`src/rtl/imem_loader.sv`:
```
// Instruction-memory loader: streams host bytes into the instruction memory
// big-endian per word, holding the CPU while the image is loaded.
module imem_loader #(
    parameter int          MEM_BYTES = 1024,
    parameter logic [31:0] BASE_ADDR = 32'h0
) (
    input  logic        clk,
    input  logic        rst,
    input  logic        start,
    input  logic [8:0]  len_words,
    input  logic        byte_valid,
    input  logic [7:0]  byte_data,
    output logic        byte_ready,
    output logic        wr_en,
    output logic [31:0] wr_addr,
    output logic [7:0]  wr_data,
    output logic        cpu_hold,
    output logic        busy,
    output logic        done,
    output logic        err,
    output logic [7:0]  checksum
);

    localparam int CW = $clog2(MEM_BYTES);

    localparam logic [1:0] S_IDLE = 2'd0;
    localparam logic [1:0] S_LOAD = 2'd1;
    localparam logic [1:0] S_DONE = 2'd2;
    localparam logic [1:0] S_ERR  = 2'd3;

    logic [1:0]    r_state;
    logic [CW-1:0] r_cnt;
    logic [CW-1:0] r_last;
    logic [7:0]    r_sum;
    logic          r_err;

    logic w_in_load;
    logic w_len_ok;
    logic w_accept;
    logic w_final;

    // Handshake: a byte transfers in exactly the cycles where byte_valid and
    // byte_ready are both high; byte_ready depends only on state, never on valid.
    assign w_in_load = !rst && (r_state == S_LOAD);
    assign w_len_ok  = (len_words != 9'd0) && ({23'd0, len_words} <= 32'(MEM_BYTES / 4));
    assign w_accept  = w_in_load && byte_valid;
    assign w_final   = w_accept && (r_cnt == r_last);

    always_ff @(posedge clk) begin
        if (rst) begin
            r_state <= S_IDLE;
            r_cnt   <= '0;
            r_last  <= '0;
            r_sum   <= 8'd0;
            r_err   <= 1'b0;
        end else begin
            case (r_state)
                S_IDLE: begin
                    if (start) begin
                        if (w_len_ok) begin
                            r_state <= S_LOAD;
                            r_last  <= CW'({len_words, 2'b00} - 11'd1);
                            r_cnt   <= '0;
                            r_sum   <= 8'd0;
                            r_err   <= 1'b0;
                        end else begin
                            r_state <= S_ERR;
                            r_err   <= 1'b1;
                        end
                    end
                end
                S_LOAD: begin
                    if (w_accept) begin
                        r_sum <= r_sum + byte_data;
                        // Counter wraps to 0 on the last byte so wr_addr stays in range.
                        if (w_final) begin
                            r_cnt   <= '0;
                            r_state <= S_DONE;
                        end else begin
                            r_cnt <= r_cnt + 1'b1;
                        end
                    end
                end
                S_DONE:  r_state <= S_IDLE;
                S_ERR:   r_state <= S_IDLE;
                default: r_state <= S_IDLE;
            endcase
        end
    end

    assign byte_ready = w_in_load;
    assign cpu_hold   = w_in_load;
    assign busy       = w_in_load;
    assign wr_en      = w_accept;
    assign wr_data    = w_accept ? byte_data : 8'd0;
    assign wr_addr    = rst ? BASE_ADDR : (BASE_ADDR + 32'(r_cnt));
    assign done       = !rst && (r_state == S_DONE);
    assign err        = r_err;
    assign checksum   = r_sum;

endmodule

```
`config.mk`:
```
export PLATFORM = sky130hd
export DESIGN_NAME = imem_loader
export DESIGN_NICKNAME = d
export VERILOG_FILES = /design/src/rtl/imem_loader.sv
export SDC_FILE = /design/constraint.sdc
export NUM_CORES = 1
export LEC_CHECK = 0
export BUFFER_PORTS_ARGS = -buffer_cell sky130_fd_sc_hd__buf_4
export CAP_MARGIN = 20
export CELL_PAD_IN_SITES_DETAIL_PLACEMENT = 1
export CELL_PAD_IN_SITES_GLOBAL_PLACEMENT = 2
export CORE_UTILIZATION = 29
export DETAILED_ROUTE_END_ITERATION = 16
export GPL_TIMING_DRIVEN = 0
export PLACE_DENSITY = 0.85
export SLEW_MARGIN = 10
export SYNTH_ARGS = -nofsm -noshare
export SYNTH_HDL_FRONTEND = slang
export SYNTH_SLANG_ARGS = --single-unit
```
`constraint.sdc`:
```
create_clock -name clk -period 2.25 [get_ports clk]
set_input_delay 0.225 -clock clk [delete_from_list [all_inputs] [get_ports clk]]
set_output_delay 0.225 -clock clk [all_outputs]
set_load 0.01 [all_outputs]
```
; ---- Yosys cells after proc, flatten, opt, wreduce, memory -nomap -nowiden
; Cells that the tools add are included.
[word_totals]
word_cells = 48
output_inout_bits = 54
ff_bits = 31
[classes]
n_mux = 17
order_cmp = 1
add_sub_neg = 3
eq_ne = 8
n_reduce_logical = 14
[ops]
columns = operator, count
row1 = $mux 10, 5
row2 = $mux 8, 4
row3 = $pmux 10 s2, 1
row4 = $pmux 8 s2, 1
row5 = $add 10x1->10 const B, 1
row6 = $eq 10x10->1, 1
row7 = $sub 10x1->10 const B, 1
row8 = $le 9x9->1 const B, 1
row9 = $reduce_bool 9->1, 1
row10 = $add 8x8->8, 1
row11 = $mux 2, 4
row12 = $ne 2x2->1 const B, 4
row13 = $pmux 2 s3, 1
row14 = $reduce_and 3->1, 2
row15 = $logic_and 1x1->1, 5
row16 = $eq 2x2->1 const B, 2
row17 = $reduce_and 4->1, 1
row18 = $eq 2x1->1 const B, 1
row19 = $logic_not 2->1, 1
row20 = $reduce_and 2->1, 1
row21 = $reduce_bool 2->1, 1
row22 = $reduce_or 2->1, 1
row23 = $logic_not 1->1, 1
row24 = $mux 1, 1

; ---- Longest topological paths before layout
; Gate-level depths: netlist of run 1.
[depth]
ltp_word = 7
mapped_depth = 8

; ---- Least setup slack after synthesis of run 1
; OpenSTA, ideal clock, no wires.
[synth_path]
path_kind = reg-to-reg
start = register r_sum[1] (netlist: checksum[1])
end = register r_sum[7] (netlist: checksum[7])
path_slack_ns = 0.356
stages_incl_launch_ff = 7
synth_period_minus_slack_ns = 1.894
arrival_ns = 1.819
cell_sequence = dfxtp_1 > ha_1 > a21oi_1 > o2111ai_1 > and3_1 > or4_1 > a31oi_1
[synth_between]
elab_chain_cells = 3
[synth_lines]
columns = item, line_no
row1 = from (decl), 34  ; logic [7:0] r_sum;
row2 = from (signal assigned), 74  ; r_sum <= r_sum + byte_data;
row3 = $add 8x8->8, 74
row4 = $mux 8, 73  ; if (w_accept) begin
row5 = $pmux 8 s2, 57  ; case (r_state)
; Every way passes these cells. The select of a mux whose other input is x is not followed.
; A chain may end at the register's enable or synchronous reset.

; ---- Worst setup path in the final report of run 1
[layout_path]
start = register r_state[0]
end = output byte_ready
[layout_between]
elab_chain_cells = 2
[layout_lines]
columns = item, line_no
row1 = from (decl), 31  ; logic [1:0] r_state;
row2 = from (signal assigned), 51  ; r_state <= S_IDLE;
row3 = from (signal assigned), 61  ; r_state <= S_LOAD;
row4 = from (signal assigned), 67  ; r_state <= S_ERR;
row5 = $eq 2x1->1, 44  ; assign w_in_load = !rst && (r_state == S_LOAD);
row6 = $logic_and 1x1->1, 44
row7 = to (decl), 13  ; output logic byte_ready,
; Every way passes these cells.

==> results of run 1 <==
-- logic make-up (layout without fill, tap and decap cells) --
kind of cell	count (synthesis)	after routing	synth area share, %
other	1	22	0.1686
xor gates and xnor gates	18	18	7.087
buffers and inverters	39	98	11.36
muxes	1	1	0.4500
AOI/OAI and AO/OA	48	48	17.60
and+or+nand+nor	116	116	29.81
DFF	30	30	27.00
adders and majority gates	11	11	6.524
-- synthesized netlist by cell type (all sizes together) (4+ instances only) --
cell	instances
dfxtp	30
buf	28
nand2	24
nor2	22
a21oi	13
xor2	13
nand3	12
nor2b	12
ha	10
and2	9
nor3	9
a211oi	8
a31oi	8
clkbuf	6
inv	5
nand4	5
xnor2	5
a22oi	4
-- worst register-to-register path, cell delays in order (launching register included) --
cell,delay (ns)
dfxtp_1,0.41
ha_1,0.26
a21oi_1,0.28
o2111ai_1,0.20
and3_1,0.21
or4_1,0.47
a31oi_1,0.16
-- area by class of cell --
class / instances / area [um2] / area share, %
timing repair buffer: 52 / 390.4 / 13.48
sequential: 30 / 600.6 / 20.73
tap: 99 / 123.9 / 4.276
inverter: 5 / 18.77 / 0.6479
buffer: 34 / 236.5 / 8.164
clock buffer: 7 / 76.32 / 2.635
multi-input combinational: 216 / 1450 / 50.06
-- final timing paths --
kind,endpoint,start
setup / recovery,byte_ready,r_state[0]
hold / removal,r_last[2],len_words[0]
setup reg to reg,checksum[7],checksum[1]
hold reg to reg,checksum[5],checksum[5]
-- per-layer routing --
metal  part of all wire [%]  GRT usage (%)  vias up
li1                       -              -     1045
met4                   0.93          5.628        0
met2                     46          26.93       53
met5                      0              0        -
met1                     49          23.32      984
met3                    4.0          2.468        4
-- through the flow --
step           setup slack [ns]  util [%]  cells  instance area, um2
3_3_place_gp             0.1413     38.44    436                2818
4_1_cts                 0.06085     39.49    443                2895
2_1_floorplan            0.3562         -    285                2303
3_5_place_dp             0.1043     38.44    436                2818
6_report                 0.1830     39.51    443                2897
5_1_grt                 0.06306     39.51    443                2897
-- registers in the layout (all words and copies together), names as in the netlist --
register and count:
err 1, r_state 2, r_cnt 10, checksum 8
r_last 9
-- cells in the final DEF (no fill, tap or decap), types with 3 or more instances in the layout --
cell       n
buf_4     76
dfxtp_1   30
nand2_1   24
nor2_1    22
conb_1    22
a21oi_1   13
xor2_1    13
nor2b_1   12
nand3_1   11
ha_1      10
and2_1     9
a211oi_2   8
a31oi_1    7
clkbuf_1   6
nor3_1     6
inv_1      5
nand4_1    5
xnor2_1    5
clkbuf_8   5
nor3b_1    3
nor4_2     3
nand4b_1   3
nand3b_1   3
and3_1     3
o21ai_0    3
-- power by group through the flow --
stage	clock (mW)	sequential [mW]	combinational, mW
after floorplan	0	0.581	0.218
after global placement	0	0.582	0.322
after detailed placement	0	0.583	0.328
after CTS	0.428	0.571	0.330
after global routing	0.451	0.574	0.363
final	0.416	0.570	0.330
-- what timing repair did --
| item | CTS | global route |
|---|---|---|
| cloned | 0 | 0 |
| gates resized for setup | 1 | 2 |
| setup endpoints to repair | 2 | 8 |
| hold buffers | 0 | 0 |
==> metrics.md, run 1 <==
| Metric | Value |
|---|---|
| Worst-path clk slew | 0.06 ns |
| Yosys reg bits | 30 |
| Critical Path AT | approximately 1.8 ns |
| Distinct cells, synth | 50 |
| Gr usage total | 16.88% |
| Die extent in x | between 80 and 90 um |
| Synth warnings | 0 |
| Final hold slack | 0.1477 ns |
| Number of flops mapped to enable cells by yosys | 0 |
| Post-Syn Instances | roughly 260 |
| Total CTS buffers | 5 |
| Ports | 75 |
| Max incr delay on CP | around 0.41 ns |
| Power per standard cell area | about 450 mW/mm2 |
| Crit path cell chain | nor2b_1 -> clkbuf_2 -> and2_1 -> buf_4 -> buf_4 |
| # port buffers | 52 |
| Main synth FF type | dfxtp_1 |
| Endpoints failing setup | 0 |
| Flop pwr share | a little over two fifths |
| Initial antenna violation count | 0 |
| Global-route wire length before repair | approximately 10 mm |
| Worst path most repeated cell | buf_4 |
| Pins over their slew limit | 0 |
| Number of remaining DRC errors | 0 |
| Top cell type's share of synthesized area | a little over a quarter |
| Main area contributors after synthesis | dfxtp_1, buf_4, ha_1 |
| Post-synthesis sequential area ratio | a little over a quarter |
| Crit path kind | flop to output port |
| Async S/R FF share, synth | 0% |
| Die area | 0.008025 mm2 |
| Comb power frac | between 20% and 30% |
| Final min period | about 2.1 ns |
| Grt ovf | 0 |
| Via count | 2086 |
| Hold Crit Depth | 2 |
| Setup tns final | 0 ns |
| Clock Power Share | a little under a third |
| Worst EP required | roughly 2 ns |
| Vias per std cell | 4.709 |
| CTS Buffer Depth | 2 |
| CP top delay family | simple AND/OR/NAND/NOR gates |
| Net Switching | between 0.4 and 0.5 mW |
| CTS tree | done |
| Final period utilization | just over 90% |
| Clock root buffer master | clkbuf_8 |
| Final Hold Violating Endpoints | 0 |
| Core area | roughly 0.0073 mm2 |
| Slowest CP cell | dfxtp_1 |
| First-pass DRT Iterations | 4 |
| # fillers | approximately 900 |
| Internal power | roughly 0.91 mW |
| Rows | 31 |
| Startpoint types | flop |
| Largest net degree at the start of global routing | 11 |
| Status | finished clean |
| Syn_area_per_cell | approximately 8.4 um2 |
| Worst slew pin tran | roughly 0.67 ns |
| Total power | 1.316 mW |
| Cell area after synthesis | roughly 0.0022 mm2 |
| Share of cells above drive strength 1 | 31.40% |
| F_max | roughly 480 MHz |
| Drt wl/cell | between 10 and 15 um |
| Placed wire-length estimate | about 4.8 mm |
| Inserted Diodes | 0 |
| Worst Path Buf+Inv | 3 |
| Worst path depth | 5 |
| Starting Density | between 30 and 40% |
| R2R depth | 6 |
| CP endpoint kind | output port |
| Max rail drop VDD | 0.0001870 V |
| Post-route ant nets | 0 |
| HP Class | primary input to flop |
| Yosys top cell by area | dfxtp_1 |
| GPL Wtd Cong | 0.7813 |
| Drt initial violations | 131 |
| Sw Share | between 30 and 40% |
| Slew headroom | a little under three fifths |
| Vias in the first global route | 2032 |
| Layout area overhead | 30.20% |
| Unrepaired setup endpoints after global routing | no |
| Vert. Die Dim | ~90 um |
| Worst R2R Setup Slack | about 0.20 ns |
| Final Skew | 0.006914 ns |
| Max-Cap Viols | 0 |
| Clock Latency Late Sink | 0.28 ns |
| Crit path max fanout | 10 |
| H-tree Lvls | 2 |
| DRT Wirelength | ~6.3 mm |
| Clock sinks | 30 |
| Leakage power | approximately 1.3 nW |
| Post-CTS repair timing setup buffer count | 0 |
| Fin nets | 376 |
Note: power is estimated with default switching activity, not from simulation.
==> inputs of run 2 (changes only) <==
--- a/config.mk
+++ b/config.mk
@@ -9,10 +9,12 @@
 export CAP_MARGIN = 20
 export CELL_PAD_IN_SITES_DETAIL_PLACEMENT = 1
 export CELL_PAD_IN_SITES_GLOBAL_PLACEMENT = 2
-export CORE_UTILIZATION = 29
+export CORE_UTILIZATION = 30
+export CTS_BUF_LIST = sky130_fd_sc_hd__clkbuf_4
 export DETAILED_ROUTE_END_ITERATION = 16
 export GPL_TIMING_DRIVEN = 0
-export PLACE_DENSITY = 0.85
+export PLACE_DENSITY = 0.87
+export REMOVE_ABC_BUFFERS = 1
 export SLEW_MARGIN = 10
 export SYNTH_ARGS = -nofsm -noshare
 export SYNTH_HDL_FRONTEND = slang
==> metrics.md, run 2 (synthesis gave the netlist of run 1 again) <==
| Metric | Value |
|---|---|
| Worst-path clk slew | 0.10 ns (was 0.06 ns) |
| Pins over their slew limit | 0 (unchanged) |
| Drt initial violations | 95 (was 131) |
| First-pass DRT Iterations | 4 (unchanged) |
| Max reg flops | 10 (unchanged) |
| # port buffers | 52 (unchanged) |
| Hold buffer count at CTS | 0 (unchanged) |
| Leakage power | 1.127 nW (was 1.294 nW) |
| Clock sinks | 30 (unchanged) |
| Layout area overhead | 19.85% (was 30.20%) |
| Via count | 1959 (was 2086) |
| Setup crit end | checksum[7] (was byte_ready) |
| Slew headroom | 46.91% (was 55.09%) |
| Fin cells | 413 (was 443) |
| Clock Latency Late Sink | 0.33 ns (was 0.28 ns) |
| CTS tree | done (unchanged) |
| Commonest non-fill, non-tap cell in the layout | buf_4 (unchanged) |
| Final period utilization | 89.11% (was 91.87%) |
| Worst slew pin tran | 0.7937 ns (was 0.6737 ns) |
| H-tree Lvls | 2 (unchanged) |
| Multi-input logic area | 0.001458 mm2 (was 0.001450 mm2) |
| Startpoint types | flop (unchanged) |
| GPL Wtd Cong | 0.7790 (was 0.7813) |
| Starting Density | 30.84% (was 30.35%) |
| Worst EP required | 2.52 ns (was 2.03 ns) |
| Flop pwr share | 49.6% (was 43.3%) |
| Power per standard cell area | 432.1 mW/mm2 (was 454.4 mW/mm2) |
| Comb power frac | 24.5% (was 25.1%) |
| Drt wl/cell | 12.95 um (was 14.13 um) |
| Die extent in x | 88.11 um (was 89.59 um) |
| CTS Buffer Depth | 2 (unchanged) |
| Final Skew | 0.01077 ns (was 0.006914 ns) |
| Unrepaired setup endpoints after global routing | no (unchanged) |
| Inserted Diodes | 0 (unchanged) |
| Worst R2R Setup Slack | 0.25 ns (was 0.20 ns) |
| Vias in the first global route | 1809 (was 2032) |
| Placed cells | 402 (was 436) |
| HP Class | primary input to flop (unchanged) |
| Most frequent cells in the layout | buf_4, dfxtp_1, nand2_1, nor2_1, conb_1 (unchanged) |
| Number of remaining DRC errors | 0 (unchanged) |
| Post-route ant nets | 0 (unchanged) |
| Total CTS buffers | 5 (unchanged) |
| Internal power | 0.7773 mW (was 0.9119 mW) |
| Core area | 0.007214 mm2 (was 0.007331 mm2) |
| Final min period | 2.005 ns (was 2.067 ns) |
| Largest register by flop count | r_cnt (unchanged) |
| Setup crit start | checksum[1] (was r_state[0]) |
| Crit path kind | flop to flop (was flop to output port) |
| Final setup margin | 0.2451 ns (was 0.1830 ns) |
| Die area | 0.007763 mm2 (was 0.008025 mm2) |
| Fin nets | 345 (was 376) |
| Rows | 31 (unchanged) |
| Flip-flop and latch area | 600.6 um2 (unchanged) |
| Final Hold Violating Endpoints | 0 (unchanged) |
| Gr usage total | 14.35% (was 16.88%) |
| Ports | 75 (unchanged) |
| Worst r2r src | checksum[1] (unchanged) |
| Crit path max fanout | 4 (was 10) |
| Reg2reg end | checksum[7] (unchanged) |
| Clock Power Share | 26.0% (was 31.6%) |
| Endpoints failing setup | 0 (unchanged) |
| Hold wc startpoint | len_words[0] (unchanged) |
| R2R depth | 6 (unchanged) |
| Vert. Die Dim | 88.11 um (was 89.59 um) |
| Critical Path AT | 2.27 ns (was 1.84 ns) |
| Initial antenna violation count | 0 (unchanged) |
| # fillers | 909 (was 910) |
| Share of cells above drive strength 1 | 27.07% (was 31.40%) |
| Grt ovf | 0 (unchanged) |
| Sw Share | 32.53% (was 30.72%) |
| Max-Cap Viols | 0 (unchanged) |
| Largest net degree at the start of global routing | 42 (was 11) |
| Pre-CTS setup slack | -0.1903 ns (was 0.1043 ns) |
| Net Switching | 0.3748 mW (was 0.4044 mW) |
| F_max | 498.8 MHz (was 483.8 MHz) |
| Vias per std cell | 4.743 (was 4.709) |
| DRT Wirelength | 5.350 mm (was 6.259 mm) |
| Clock root buffer master | clkbuf_4 (was clkbuf_8) |
| Max rail drop VDD | 0.0002099 V (was 0.0001870 V) |
| Placed wire-length estimate | 3.956 mm (was 4.843 mm) |
| CP endpoint kind | flop (was output port) |
| Global-route wire length before repair | 8.638 mm (was 10.14 mm) |
| Status | finished clean (unchanged) |
run 2: cell types whose count changed in the layout (fill, tap and decap cells not counted), moves of 2 or more:
cell      before  now
clkbuf_4       0    5
clkbuf_8       5    0
buf_6          2    0
clkinv_1       0    3
clkbuf_1       6    0
buf_4         76   55
clkbuf_2       2    0
run 2: metrics by stage:
| step | area, um2 | utilization (%) | hold slack [ns] | power (mW) | setup TNS [ns] |
|---|---|---|---|---|---|
| final | 2666 | 36.96 | 0.1007 | 1.152 | 0 |
| after global routing | 2666 | 36.96 | 0.08771 | 1.223 | 0 |
| after CTS | 2635 | 36.52 | 0.08985 | 1.165 | 0 |
| after detailed placement | 2584 | 35.81 | 0.4460 | 0.8610 | -1.802 |
| after global placement | 2584 | 35.81 | 0.4384 | 0.8537 | -0.4253 |
| after floorplan | 2069 | - | 0.2896 | 0.7497 | 0 |
run 2: worst min-delay path by stage:
stage	slack [ns]	depth (start not counted)	end
after floorplan	0.29	1	r_last[2]
final	0.10	2	r_last[2]
after detailed placement	0.45	2	r_last[2]
after global routing	0.09	2	r_last[2]
after global placement	0.44	2	r_last[2]
after CTS	0.09	2	r_last[2]
run 2: area by class of cell:
type | count | share of cell area (%)
Clock buffer | 5 | 1.408
Clock inverter | 3 | 0.4223
Inverter | 5 | 0.8447
Multi-Input combinational cell | 216 | 54.67
Sequential cell | 30 | 22.52
Tap cell | 99 | 4.646
Timing Repair Buffer | 55 | 15.49
run 2: repair_timing:
action	4_1_cts	5_1_grt
resized for setup	1	2
gates cloned	0	0
endpoints found under the setup margin	3	14
setup buffers	0	3
run 2: power by group through the flow:
stage / combinational [mW] / clock, mW / sequential (mW)
final: 0.282 / 0.299 / 0.571
after global routing: 0.312 / 0.336 / 0.575
after CTS: 0.281 / 0.313 / 0.571
after detailed placement: 0.277 / 0 / 0.584
after global placement: 0.272 / 0 / 0.582
after floorplan: 0.169 / 0 / 0.581
run 2: routing by layer:
| metal | global-route usage (%) | routed length [um] |
|---|---|---|
| met4 | 4.399 | 65 |
| met1 | 19.26 | 2691 |
| met5 | 0 | 0 |
| met2 | 23.04 | 2364 |
| met3 | 3.110 | 228 |
run 2: worst max-delay path, cell delays in order, from the launching register on:
cell and delay [ns]:
dfxtp_1 0.42, ha_1 0.26, a21oi_1 0.24, o2111ai_1 0.20
and3_1 0.21, or4_1 0.46, a31oi_1 0.16
